[src/rtl/instr_prefetch_buffer.sv]
// Instruction prefetch buffer: fetches sequential words into a small FIFO ahead of decode.
// One memory request outstanding at a time; redirects flush the FIFO and may orphan a request.
module instr_prefetch_buffer #(
  parameter int          DEPTH    = 4,
  parameter logic [31:0] RESET_PC = 32'h00000000
) (
  input  logic        clk,
  input  logic        rst,
  input  logic [31:0] PCTargetE,
  input  logic        PCSrcE,
  input  logic        StallF,
  output logic        ImemReq,
  output logic [31:0] ImemAddr,
  input  logic        ImemAck,
  input  logic [31:0] ImemData,
  output logic [31:0] InstrF,
  output logic [31:0] PCF,
  output logic [31:0] PCPlus4F,
  output logic        ValidF
);

  localparam int PW = (DEPTH > 1) ? $clog2(DEPTH) : 1;
  localparam int CW = $clog2(DEPTH + 1);

  localparam logic [1:0] S_IDLE = 2'd0;
  localparam logic [1:0] S_REQ  = 2'd1;
  localparam logic [1:0] S_DROP = 2'd2;

  localparam logic [CW-1:0] FULL_COUNT = CW'(DEPTH);
  localparam logic [31:0]   NOP_INSTR  = 32'h00000013;
  localparam logic [31:0]   RESET_PC_W = RESET_PC & 32'hFFFF_FFFC;

  logic [1:0]    r_state;
  logic [31:0]   r_fetch_pc;
  logic [31:0]   r_stale_pc;
  logic [PW-1:0] r_wr_ptr;
  logic [PW-1:0] r_rd_ptr;
  logic [CW-1:0] r_count;
  logic          r_started;

  logic [31:0]   r_pc_mem    [DEPTH];
  logic [31:0]   r_instr_mem [DEPTH];

  logic          w_push;
  logic          w_pop;
  logic [CW-1:0] w_count_next;
  logic [1:0]    w_state_next;
  logic [31:0]   w_target;

  assign w_target = PCTargetE & 32'hFFFF_FFFC;
  assign w_push   = (r_state == S_REQ) && ImemAck && !PCSrcE;
  assign w_pop    = ValidF && !StallF && !PCSrcE;

  always_comb begin
    w_count_next = r_count;
    if (w_push && !w_pop)
      w_count_next = r_count + CW'(1);
    else if (!w_push && w_pop)
      w_count_next = r_count - CW'(1);
  end

  // A redirect that catches a request in flight must still wait out its ack (DROP).
  always_comb begin
    w_state_next = r_state;
    case (r_state)
      S_IDLE: begin
        if (!PCSrcE && r_started && (r_count < FULL_COUNT))
          w_state_next = S_REQ;
      end
      S_REQ: begin
        if (PCSrcE)
          w_state_next = ImemAck ? S_IDLE : S_DROP;
        else if (ImemAck)
          w_state_next = (w_count_next < FULL_COUNT) ? S_REQ : S_IDLE;
      end
      S_DROP: begin
        if (ImemAck)
          w_state_next = S_IDLE;
      end
      default: w_state_next = S_IDLE;
    endcase
  end

  always_ff @(posedge clk or negedge rst) begin
    if (!rst) begin
      r_state    <= S_IDLE;
      r_fetch_pc <= RESET_PC_W;
      r_stale_pc <= RESET_PC_W;
      r_wr_ptr   <= '0;
      r_rd_ptr   <= '0;
      r_count    <= '0;
      r_started  <= 1'b0;
    end else begin
      r_started <= 1'b1;
      r_state   <= w_state_next;
      if (PCSrcE) begin
        r_count    <= '0;
        r_wr_ptr   <= '0;
        r_rd_ptr   <= '0;
        r_fetch_pc <= w_target;
        if ((r_state == S_REQ) && !ImemAck)
          r_stale_pc <= r_fetch_pc;
      end else begin
        r_count <= w_count_next;
        if (w_push) begin
          r_wr_ptr   <= r_wr_ptr + PW'(1);
          r_fetch_pc <= r_fetch_pc + 32'd4;
        end
        if (w_pop)
          r_rd_ptr <= r_rd_ptr + PW'(1);
      end
    end
  end

  always_ff @(posedge clk) begin
    if (w_push) begin
      r_pc_mem[r_wr_ptr]    <= r_fetch_pc;
      r_instr_mem[r_wr_ptr] <= ImemData;
    end
  end

  assign ImemReq  = (r_state == S_REQ) || (r_state == S_DROP);
  assign ImemAddr = (r_state == S_DROP) ? r_stale_pc : r_fetch_pc;
  assign ValidF   = (r_count != '0);
  assign InstrF   = ValidF ? r_instr_mem[r_rd_ptr] : NOP_INSTR;
  assign PCF      = ValidF ? r_pc_mem[r_rd_ptr] : 32'h00000000;
  assign PCPlus4F = PCF + 32'd4;

endmodule

[config.mk]
export PLATFORM = sky130hd
export DESIGN_NAME = instr_prefetch_buffer
export DESIGN_NICKNAME = d
export VERILOG_FILES = /design/src/rtl/instr_prefetch_buffer.sv
export SDC_FILE = /design/constraint.sdc
export NUM_CORES = 1
export LEC_CHECK = 0
export ABC_AREA = 1
export CORE_MARGIN = 10
export CORE_UTILIZATION = 31
export CTS_CLUSTER_SIZE = 20
export DETAILED_ROUTE_END_ITERATION = 8
export SYNTH_ARGS = -nofsm -noshare
export SYNTH_HDL_FRONTEND = slang
export SYNTH_SLANG_ARGS = --single-unit
export TNS_END_PERCENT = 5
[constraint.sdc]
create_clock -name clk -period 10.75 [get_ports clk]
set_clock_uncertainty 0.2 [all_clocks]
set_input_delay 3.225 -clock clk [delete_from_list [all_inputs] [get_ports clk]]
set_output_delay 3.225 -clock clk [all_outputs]
set_load 0.02 [all_outputs]
==> flow_summary_export.csv <==
group,metric,value,unit
finish,nets,1894,
drt,ant_nets,0,
sta,setup_ws,2590,ps
worst_setup_path,startpoint_type,"register",
worst_setup_path,reg2regPathDepth,7,
synthesis,avgSynthCellArea,9.24,sq um
floorplan,start_util,31.2,%
sta,tns,0,ps
sta,hold_viol,0,
sta,whs,286,ps
grt,grt_antenna_before_repair,1,
finish,final_area,18800,sq um
placement,io_buffers,190,
floorplan,die-area,58400,sq um
drt,vias,11700,
grt,overflow,0,
floorplan,die_w,242,um
min_path,hp-class,"reg2reg",
sta,min_period_over_period,75.9,%
clock_network,cts_tree,"built",
min_path,worstHoldPathCells,2,
worst_setup_path,slowest_delay,720,ps
floorplan,io_pins,199,
drt,routedWlPerCell,17.4,um
synthesis,synth-edff-count,248,
grt,grt_max_degree,98,
sta,maxSlewViolCount,0,
clock_network,cts-hold-fix-buffers,0,
grt,grt_pass1_wl,66.6,mm
placement,dp_cells,2440,
worst_setup_path,endpoint_kind,"primary output",
sta,grt_setup_unrepaired,"false",
grt,track_usage,14.4,%
synthesis,yosysSeqAreaShare,60.4,%
run_status,status,"complete, no violations",
floorplan,die_h,242,um
clock_network,clockBufferDepth,3,
drt,initialDrtViolationCount,806,
sta,relSlewSlack,24.3,%
sta,worstMarginPinSlew,1130,ps
worst_setup_path,worstPathRequired,7330,ps
power,vdd_drop_max,0.122,mV
worst_setup_path,reg2reg_slack,7120,ps
synthesis,ys_warn_count,0,
floorplan,rows,81,
worst_setup_path,crit_path_top_delay_cell,"buf_4",
drt,drc,0,
clock_network,post_cts_buffers,0,
synthesis,ys_async_sr_fraction,22.0,%
job,drv_cap,0,
min_path,min_to,"r_stale_pc[13]",
worst_setup_path,crit_arrival,4740,ps
clock_network,clk_pin_slew,60,ps
sta,setup_violations,0,
finish,syn_to_final_growth,23.6,%
synthesis,ys.flop_type,"edfxtp_1",
synthesis,synthDistinctLibCells,35,
drt,wirelength,43.5,mm
synthesis,ys_seq_elements,318,
worst_setup_path,crit_chain,"buf_4, inv_4, nand3_1, nand3_2, inv_2, ha_1, nand2_1, nor2_4, inv_2, nor2_2, nand2_1, xor2_1, clkdlybuf4s50_1",
floorplan,core,48700,sq um
worst_setup_path,r2r_end,"r_instr_mem[0][26]",
clock_network,cts.sinks,318,
worst_setup_path,r2r-start,"r_state[1]",
placement,dpl_cell_area,17700,sq um
sta,clock.fmax,122,MHz
finish,post-route-util,38.6,%
clock_network,cts_resized,0,
grt,first_global_vias,11500,
placement,hpwl,28.8,mm
power,p_leak,7.18,nW
synthesis,syn-instance-count,1647,
placement,post-place-ws,3100,ps
clock_network,root_buffer,"clkbuf_16",
finish,instances_no_fill,2503,
drt,vias_per_cell,4.67,
sta,min_period,8160,ps
placement,routabilityCongestion,0.875,
clock_network,h-tree-depth,2,
worst_setup_path,cp_max_fo,70,
synthesis,netlist_area,15200,sq um
power,power.density,241,nW/um^2
drt,drt_first_pass_iters,5,
min_path,hold_start,"r_stale_pc[13]",
clock_network,clk_latency,540,ps
worst_setup_path,path_class,"reg2out",
power,power,4.53,mW
clock_network,cts_made_buffers,35,
finish,drive_gt1_share,6.69,%
worst max path at each step:
stage                           start  depth (start not counted)           endpoint  slack, ps
after floorplan                PCSrcE                          4  r_instr_mem[0][0]       3660
after global placement    r_rd_ptr[1]                         13       PCPlus4F[30]       3140
after detailed placement  r_rd_ptr[1]                         13       PCPlus4F[30]       3100
after CTS                 r_rd_ptr[1]                         13       PCPlus4F[30]       2500
after global routing      r_rd_ptr[1]                         13       PCPlus4F[18]       2260
final                     r_rd_ptr[1]                         13       PCPlus4F[18]       2590
worst max-delay path, delay by kind of cell, from the launching register on:
family / cells / cell delay [ps]
xor gates and xnor gates: 1 / 210
adders and majority gates: 1 / 270
buffers and inverters: 5 / 2250
DFF: 1 / 340
and+or+nand+nor: 6 / 1090
flip-flops by register name, indices dropped and copies added, names as in the netlist:
signal       cells
r_count          3
r_fetch_pc      30
r_instr_mem    128
r_pc_mem       120
r_rd_ptr         2
r_stale_pc      30
r_started        1
r_state          2
r_wr_ptr         2
per-layer routing:
layer  up-vias  wire (um)  track usage (%)
li1       5757          -                -
met3        50       2760             3.00
met2       357      20200             23.2
met5         -          0                0
met1      5522      19800             19.2
met4         0        756             3.74
synthesized netlist by cell type, types with 9 or more instances:
cell type | n | share of area [%]
nand3_1 | 106 | 3.5
ha_1 | 12 | 0.99
dfrtp_1 | 70 | 12
inv_1 | 128 | 3.2
clkbuf_1 | 30 | 0.74
buf_4 | 9 | 0.44
nand2_2 | 11 | 0.45
edfxtp_1 | 248 | 49
xor2_1 | 30 | 1.7
nand2_1 | 445 | 11
buf_2 | 25 | 0.82
nor2_2 | 21 | 0.86
nor2_1 | 238 | 5.9
o21ai_0 | 141 | 4.6
a21oi_1 | 36 | 1.2
nor3_1 | 15 | 0.49
nand4_1 | 13 | 0.53
o211ai_1 | 15 | 0.74
layout make-up:
cell class,instances,area (sq um)
multi-input combinational,1114,5120
antenna,1,2.50
clock buffer,50,993
inverter,140,529
timing repair buffer,204,2000
sequential,318,9200
clock inverter,12,126
fill,4805,29900
tap,664,831
report_power, final:
part           internal [mW]  switching, mW
registers               1.50          0.142
logic                  0.608           1.11
clock network          0.694          0.476
total                   2.80           1.73
logic make-up (layout without fill, tap and decap cells):
kind of cell             after synthesis  count (layout)  share of synthesized area, %
AO/OA/AOI/OAI                        206             206                          7.22
flip-flops                           318             318                          60.4
buffers and inverters                220             406                          6.27
AND/OR/NAND/NOR                      857             857                          23.2
XOR/XNOR                              32              32                          1.84
adder cells (fa/ha/maj)               12              12                         0.986
other                                  2               8                        0.0493
placed cells by master, fill, tap and decap left out, types with 4 or more instances in the layout:
cell type        instances
xor2_1                  30
o211ai_1                15
conb_1                   7
nor2_1                 234
dfrtp_1                 68
clkdlybuf4s50_1        189
o22ai_1                  4
nand2_1                445
a21oi_1                 36
buf_4                   14
nand3_1                106
nand4_1                 13
nor2_2                  21
nor2_4                   8
nand2_2                 11
clkbuf_1                10
clkbuf_16               36
ha_1                    11
inv_1                  128
nand3_2                  4
clkinv_2                 7
edfxtp_1               248
o21ai_0                141
clkbuf_8                 4
nor3_1                  15
inv_2                    8
Note: power is estimated with default switching activity, not from simulation.
